## src/rtl/pc_sequencer_pkg.sv

```systemverilog
// Shared encodings for the PC sequencer: FSM states, next-PC select codes,
// branch-kind codes and the default reset fetch address.
package pc_sequencer_pkg;

    localparam logic [31:0] RESET_PC_DEFAULT = 32'h0000_3000;

    typedef enum logic [1:0] {
        ST_RUN     = 2'd0,
        ST_STALL   = 2'd1,
        ST_JR_WAIT = 2'd2
    } state_t;

    typedef enum logic [1:0] {
        PCSEL_ADD4 = 2'd0,
        PCSEL_NPC  = 2'd1,
        PCSEL_JR   = 2'd2
    } pc_sel_t;

    // br_kind codes 0 (none) and 3 (reserved) both mean "no transfer".
    localparam logic [1:0] BR_NPC = 2'd1;
    localparam logic [1:0] BR_REG = 2'd2;

    function automatic logic is_misaligned(input logic [31:0] addr);
        return addr[1:0] != 2'b00;
    endfunction

endpackage

```

## src/rtl/pc_sequencer_next_mux.sv

```systemverilog
// Three-way next-PC select. Loaded targets are word-aligned on the way out
// and a misaligned transfer target is reported to the controller.
module pc_next_mux
    import pc_sequencer_pkg::*;
(
    input  logic [31:0] i_pc_add4,
    input  logic [31:0] i_npc_src,
    input  logic [31:0] i_jr_target,
    input  pc_sel_t     i_sel,
    output logic [31:0] o_next_pc,
    output logic        o_misaligned
);

    logic [31:0] w_raw;

    always_comb begin
        w_raw = i_pc_add4;
        case (i_sel)
            PCSEL_NPC: w_raw = i_npc_src;
            PCSEL_JR:  w_raw = i_jr_target;
            default:   w_raw = i_pc_add4;
        endcase
    end

    assign o_next_pc    = {w_raw[31:2], 2'b00};
    assign o_misaligned = (i_sel != PCSEL_ADD4) && is_misaligned(w_raw);

endmodule

```

## src/rtl/pc_sequencer.sv

```systemverilog
// Fetch-address sequencer: owns the PC register, holds a branch target taken
// during a stall, waits for a late jr operand, and counts frozen cycles.
module pc_sequencer
    import pc_sequencer_pkg::*;
#(
    parameter logic [31:0] RESET_PC = RESET_PC_DEFAULT
) (
    input  logic        clk,
    input  logic        reset,
    input  logic        stall,
    input  logic        br_valid,
    input  logic [1:0]  br_kind,
    input  logic [31:0] npc_target,
    input  logic [31:0] jr_target,
    input  logic        jr_ready,
    output logic [31:0] pc,
    output logic [31:0] pc_add4,
    output logic [1:0]  pc_sel,
    output logic        pc_en,
    output logic        d_hold,
    output logic        addr_err,
    output logic [15:0] stall_cnt,
    output logic [1:0]  dbg_state
);

    state_t      r_state;
    state_t      w_state_next;
    logic [31:0] r_pc;
    logic        r_pend_valid;
    logic [31:0] r_pend_target;
    logic        r_addr_err;
    logic [15:0] r_stall_cnt;

    pc_sel_t     w_pc_sel;
    logic        w_pc_en;
    logic        w_d_hold;
    logic        w_is_npc;
    logic        w_is_reg;
    logic [31:0] w_pc_add4;
    logic [31:0] w_npc_src;
    logic [31:0] w_next_pc;
    logic        w_misaligned;
    logic        w_pend_load;
    logic        w_pend_clear;

    assign w_is_npc  = br_valid && (br_kind == BR_NPC);
    assign w_is_reg  = br_valid && (br_kind == BR_REG);
    assign w_pc_add4 = r_pc + 32'd4;
    // In STALL the NPC input is stale; the parked target is the live one.
    assign w_npc_src = (r_state == ST_STALL) ? r_pend_target : npc_target;

    pc_next_mux u_next_mux (
        .i_pc_add4    (w_pc_add4),
        .i_npc_src    (w_npc_src),
        .i_jr_target  (jr_target),
        .i_sel        (w_pc_sel),
        .o_next_pc    (w_next_pc),
        .o_misaligned (w_misaligned)
    );

    always_ff @(posedge clk) begin
        if (reset) r_state <= ST_RUN;
        else       r_state <= w_state_next;
    end

    always_comb begin
        w_state_next = r_state;
        case (r_state)
            ST_RUN: begin
                if (stall)                      w_state_next = ST_STALL;
                else if (w_is_reg && !jr_ready) w_state_next = ST_JR_WAIT;
            end
            ST_STALL:   if (!stall)             w_state_next = ST_RUN;
            ST_JR_WAIT: if (!stall && jr_ready) w_state_next = ST_RUN;
            default:                            w_state_next = ST_RUN;
        endcase
    end

    always_comb begin
        w_pc_sel = PCSEL_ADD4;
        w_pc_en  = 1'b0;
        w_d_hold = 1'b0;
        if (!reset) begin
            case (r_state)
                ST_RUN: begin
                    if (!stall) begin
                        if (w_is_npc) begin
                            w_pc_en  = 1'b1;
                            w_pc_sel = PCSEL_NPC;
                        end else if (w_is_reg) begin
                            if (jr_ready) begin
                                w_pc_en  = 1'b1;
                                w_pc_sel = PCSEL_JR;
                            end else begin
                                w_d_hold = 1'b1;
                            end
                        end else begin
                            w_pc_en = 1'b1;
                        end
                    end
                end
                ST_STALL: begin
                    if (!stall) begin
                        w_pc_en  = 1'b1;
                        w_pc_sel = r_pend_valid ? PCSEL_NPC : PCSEL_ADD4;
                    end
                end
                ST_JR_WAIT: begin
                    if (!stall && jr_ready) begin
                        w_pc_en  = 1'b1;
                        w_pc_sel = PCSEL_JR;
                    end else begin
                        w_d_hold = 1'b1;
                    end
                end
                default: ;
            endcase
        end
    end

    assign w_pend_load  = (r_state == ST_RUN) && stall && w_is_npc;
    assign w_pend_clear = (r_state == ST_STALL) && !stall;

    always_ff @(posedge clk) begin
        if (reset) begin
            r_pc          <= RESET_PC;
            r_pend_valid  <= 1'b0;
            r_pend_target <= 32'd0;
            r_addr_err    <= 1'b0;
            r_stall_cnt   <= 16'd0;
        end else begin
            if (w_pc_en) begin
                r_pc <= w_next_pc;
                if (w_misaligned) r_addr_err <= 1'b1;
            end else if (r_stall_cnt != 16'hFFFF) begin
                r_stall_cnt <= r_stall_cnt + 16'd1;
            end
            if (w_pend_load) begin
                r_pend_valid  <= 1'b1;
                r_pend_target <= npc_target;
            end else if (w_pend_clear) begin
                r_pend_valid  <= 1'b0;
            end
        end
    end

    assign pc        = r_pc;
    assign pc_add4   = w_pc_add4;
    assign pc_sel    = w_pc_sel;
    assign pc_en     = w_pc_en;
    assign d_hold    = w_d_hold;
    assign addr_err  = r_addr_err;
    assign stall_cnt = r_stall_cnt;
    assign dbg_state = r_state;

endmodule

```

## config.mk

```make
export PLATFORM = sky130hd
export DESIGN_NAME = pc_sequencer
export DESIGN_NICKNAME = d
export VERILOG_FILES = /design/src/rtl/pc_sequencer_pkg.sv /design/src/rtl/pc_sequencer_next_mux.sv /design/src/rtl/pc_sequencer.sv
export SDC_FILE = /design/constraint.sdc
export NUM_CORES = 1
export LEC_CHECK = 0
export CORE_MARGIN = 1
export CORE_UTILIZATION = 47
export DETAILED_ROUTE_END_ITERATION = 12
export PLACE_DENSITY = 0.82
export SLEW_MARGIN = 10
export SYNTH_ARGS = -nofsm -noshare
export SYNTH_HDL_FRONTEND = slang
export SYNTH_SLANG_ARGS = --single-unit
export TNS_END_PERCENT = 50
```

## constraint.sdc

```tcl
create_clock -name clk -period 3.85 [get_ports clk]
set_clock_uncertainty 0.1 [all_clocks]
set_input_delay 0.9625 -clock clk [delete_from_list [all_inputs] [get_ports clk]]
set_output_delay 0.9625 -clock clk [all_outputs]
set_load 0.02 [all_outputs]
```

==> results.md, run 1 <==
| Result | This run | Unit |
|---|---|---|
| Status | completed | - |
| Antenna violations before repair | 0 | - |
| Warning count from the yosys run | 0 | - |
| Required time of the critical path | 2.79 | ns |
| Source-to-sink clock delay at the later pin of the worst-skew pair | 0.35 | ns |
| Setup-failing EPs final | 0 | - |
| Max H-tree Level | 3 | - |
| Data arrival time of the worst path | 2.68 | ns |
| Area share of and/or/nand/nor cells after synthesis | 28.44 | % |
| Share of synthesized flip-flops with an asynchronous set or reset | 0 | % |
| Number of cells produced by synthesis | 670 | - |
| Portion of total power attributed to combinational logic | 17.8 | % |
| Kind of launch point of the worst setup path | flop | - |
| Area fraction in compound gates after synthesis | 20.59 | % |
| Detailed-router iteration count before antenna repair | 5 | - |
| Most instantiated flip-flop cell in the synthesis netlist | dfxtp_1 | - |
| Post-synthesis instance area | 4959 | µm² |
| CTS Buf Count | 9 | - |
| Hold Path Sink | r_pend_target[2]$_SDFFE_PP0P_ | - |
| Clock tree from TritonCTS | built | - |
| Number of clock sinks | 82 | - |
| Internal power component | 1.281 | mW |
| Area growth syn-to-layout | 39.09 | % |
| Gpl congestion | 0.9329 | - |
| Share of post-route cells with drive strength above 1 | 9.402 | % |
| Depth of the worst register-to-register path | 11 | - |
| Bufs on Longest Clock Path | 2 | - |
| Startpoint of the worst hold path | r_pend_target[2]$_SDFFE_PP0P_ | - |
| Clock edge transition at the registers on the reported setup and hold paths | 0.08 | ns |
| Max capacitance violation total | 0 | - |
| Count of different cell masters after synthesis | 60 | - |
| Total routed wirelength | 15,750 | µm |
| Net load switching power | 0.5295 | mW |
| Total inserted antenna cells | 0 | - |
| Met3 Resource Use GR | 5.178 | % |
| Mux share of post-synthesis cell area | 3.684 | % |
| Postcts setup bufs | 0 | - |
| Final Hold Vio Count | 0 | - |
| Flip-flop and latch count after synthesis | 82 | - |
| Global-route wire length before repair | 25,140 | µm |
| Sequential cell area fraction in the yosys report | 33.11 | % |
| Final Max Tran Viols | 0 | - |
| Maximum vdd drop | 0.0001724 | V |
| Total area of multi-input combinational cells | 3040 | µm² |
| All-layer global routing usage | 28.11 | % |
| Post-route ant nets | 0 | - |
| Per-cell routed wire length | 16.50 | µm |
| Slew of the pin with the lowest slew margin | 1.007 | ns |
| Worst Hold Depth | 2 | - |
| Sw Ratio | 29.25 | % |
| Final routed DRC violation total | 0 | - |
| Largest family of logic cells by synthesized area | simple AND/OR/NAND/NOR gates | - |
| Clock period minus worst slack | 3.740 | ns |
| Grt met2 use | 43.99 | % |
| Worst hold margin | 0.3569 | ns |
| Grt peak-use layer | met2 | - |
| Critical Path End Type | output pin | - |
| Ratio of final minimum period to clock period | 97.14 | % |
| RR Endpoint | pc[29]$_SDFFE_PP0P_ | - |
| Number of global-route vias before repair | 5,000 | - |
| Power consumption | 1.810 | mW |
| Share of total power in sequential cells | 49.0 | % |
| Clock root cell | clkbuf_8 | - |
| Number of enable-type register cells in the synthesized netlist | 0 | - |
| Initial cell density of the core | 48.25 | % |
| Placement row count | 37 | - |
| Routed via count divided by cell count | 5.785 | - |
| # nets final | 890 | - |
| Largest driver fanout on the critical path | 8 | - |
| Standby leakage power | 2.569 | nW |
| R2r startpoint | dbg_state[0]$_SDFFE_PP0P_ | - |
| Area occupied by registers | 1643 | µm² |
| Number of buffers added on ports | 153 | - |
| RSZ-0062 raised after global routing | yes | - |
| Max Clock Freq | 267.4 | MHz |
| Pin count of the biggest net entering global routing | 65 | - |
| Hold Path Class | flop to flop | - |
| Post-Synthesis Mean Instance Area | 7.401 | µm² |
| Die W | 104.7 | µm |
| Half-perimeter wire length after detailed placement | 11,450 | µm |
| Type of the worst setup path | flop to output pin | - |
| Number of DRC violations after detailed-routing iteration 0 | 553 | - |
| Total die area | 10,970 | µm² |
| Y dimension of the die | 104.7 | µm |
| Register-to-register setup slack | 1.03 | ns |
| Grt total ovfl | 0 | - |
| M1 GR Usage | 38.38 | % |
| Adder-cell share of the synthesized area | 1.262 | % |
| Total vias in the final route | 5,525 | - |
| Placeable core region | 10,280 | µm² |
| Number of filler instances in the final layout | 870 | - |
| Worst slew margin relative to its limit | 32.65 | % |
| Post-synthesis share of cell area spent on xor and xnor gates | 6.535 | % |
| Clock network power share | 33.2 | % |
| Top-level I/O count | 158 | - |
| Power per unit of standard cell area | 262.5 | nW/µm² |
[cells in the mapped netlist, types with 4 or more instances]
master	number	share of area (%)
nand2_1	130	9.8
dfxtp_1	82	33
a21oi_1	59	6.0
clkbuf_1	39	3.0
nor2_1	39	3.0
nand3_1	29	2.9
o21ai_0	26	2.6
o211ai_1	21	3.2
xnor2_1	21	3.7
inv_1	19	1.4
mux2i_1	16	3.2
xor2_1	16	2.8
nor3_1	14	1.4
nor4_1	12	1.5
nand4_1	11	1.4
buf_2	10	1.0
a31oi_1	9	1.1
or2_2	8	1.0
nand3b_1	7	1.1
and2_1	6	0.76
a2111oi_0	5	0.88
a221oi_1	5	0.88
and4_1	5	0.88
ha_1	5	1.3
o31ai_1	5	0.76
a41oi_1	4	0.71
and3_1	4	0.50
buf_4	4	0.61
nand2b_1	4	0.50
o311ai_0	4	0.71
or3_1	4	0.50
[cells by family after synthesis]
group | count (synthesis)
compound gates | 161
xor+xnor | 37
fa+ha+maj | 5
buf+inv | 76
flops | 82
mux | 18
other cells | 1
simple gates | 290
[power groups by stage]
stage / Combinational (mW) / Clock (mW) / Sequential (mW)
after global placement: 0.313 / 0 / 0.906
after floorplan: 0.135 / 0 / 0.919
after CTS: 0.320 / 0.610 / 0.887
after global routing: 0.342 / 0.647 / 0.891
final: 0.322 / 0.600 / 0.887
after detailed placement: 0.319 / 0 / 0.907
[per-stage QoR]
stage | util (%) | setup WS, ns | setup TNS [ns] | instance area, µm² | cells
after floorplan | - | 0.3711 | 0 | 4970 | 673
after global placement | 65.14 | 0.002861 | 0 | 6695 | 939
after detailed placement | 65.14 | -0.05888 | -0.1052 | 6695 | 939
after CTS | 67.00 | 0.001092 | 0 | 6885 | 955
after global routing | 67.10 | -0.04449 | -0.04449 | 6897 | 955
final | 67.10 | 0.1100 | 0 | 6897 | 955
[critical path: stages, from the launching register on]
cell             delay (ns)
dfxtp_1                0.35
buf_4                  0.15
and4_1                 0.19
or3b_4                 0.44
nor4_2                 0.32
xnor2_1                0.22
clkdlybuf4s50_1        0.65
[metal layers]
metal / wire length (µm) / share of wire [%]
met5: 0 / 0
met4: 262 / 1.7
met3: 1312 / 8.3
met2: 7288 / 46
met1: 6889 / 44
[cell usage in the layout, fill, tap and decap left out, types with 19 or more instances in the layout]
cell type        instances
clkdlybuf4s50_1        139
nand2_1                130
dfxtp_1                 81
a21oi_1                 59
nor2_1                  39
buf_4                   32
nand3_1                 29
o21ai_0                 26
xnor2_1                 21
o211ai_1                21
inv_1                   19
[worst max path at each step]
| stage | start | cells after the start | end |
|---|---|---|---|
| 5_1_grt | pc[2]$_SDFFE_PP0P_ | 7 | pc_add4[31] |
| 3_5_place_dp | br_kind[1] | 5 | d_hold |
| 4_1_cts | pc[2]$_SDFFE_PP0P_ | 6 | pc_add4[27] |
| 3_3_place_gp | br_kind[1] | 7 | pc_sel[0] |
| 2_1_floorplan | pc[2]$_SDFFE_PP0P_ | 8 | pc_add4[26] |
| 6_report | pc[2]$_SDFFE_PP0P_ | 6 | pc_add4[23] |
[cell type report]
class,instances,share of cell area [%]
multi-input combinational,515,44.09
timing repair buffer,186,25.83
clock inverter,6,0.7075
clock buffer,10,1.996
sequential,82,23.82
inverter,20,1.089
tap,136,2.467
[flip-flops by register name, summed over array words and instances, names as in the netlist]
name / cells
stall_cnt: 16
r_pend_valid: 1
dbg_state: 2
addr_err: 1
r_pend_target: 32
pc: 30
[repair_timing]
action                                  4_1_cts  5_1_grt
endpoints found under the setup margin       15        8
cloned                                        0        0
gates resized for setup                      12       10
hold buffers                                  0        0
Power figures use the tool's default switching activity.
==> run 2: changes to the inputs <==
Settings changed: CORE_MARGIN 1 to unset.
==> results of run 2 <==
No change in the layout: final DEF, timing and power equal those of run 1.
==> run 3: changes to the inputs <==
Settings changed: CTS_CLUSTER_DIAMETER set to 50.
==> results of run 3 <==
No change in the layout: final DEF, timing and power equal those of run 1.
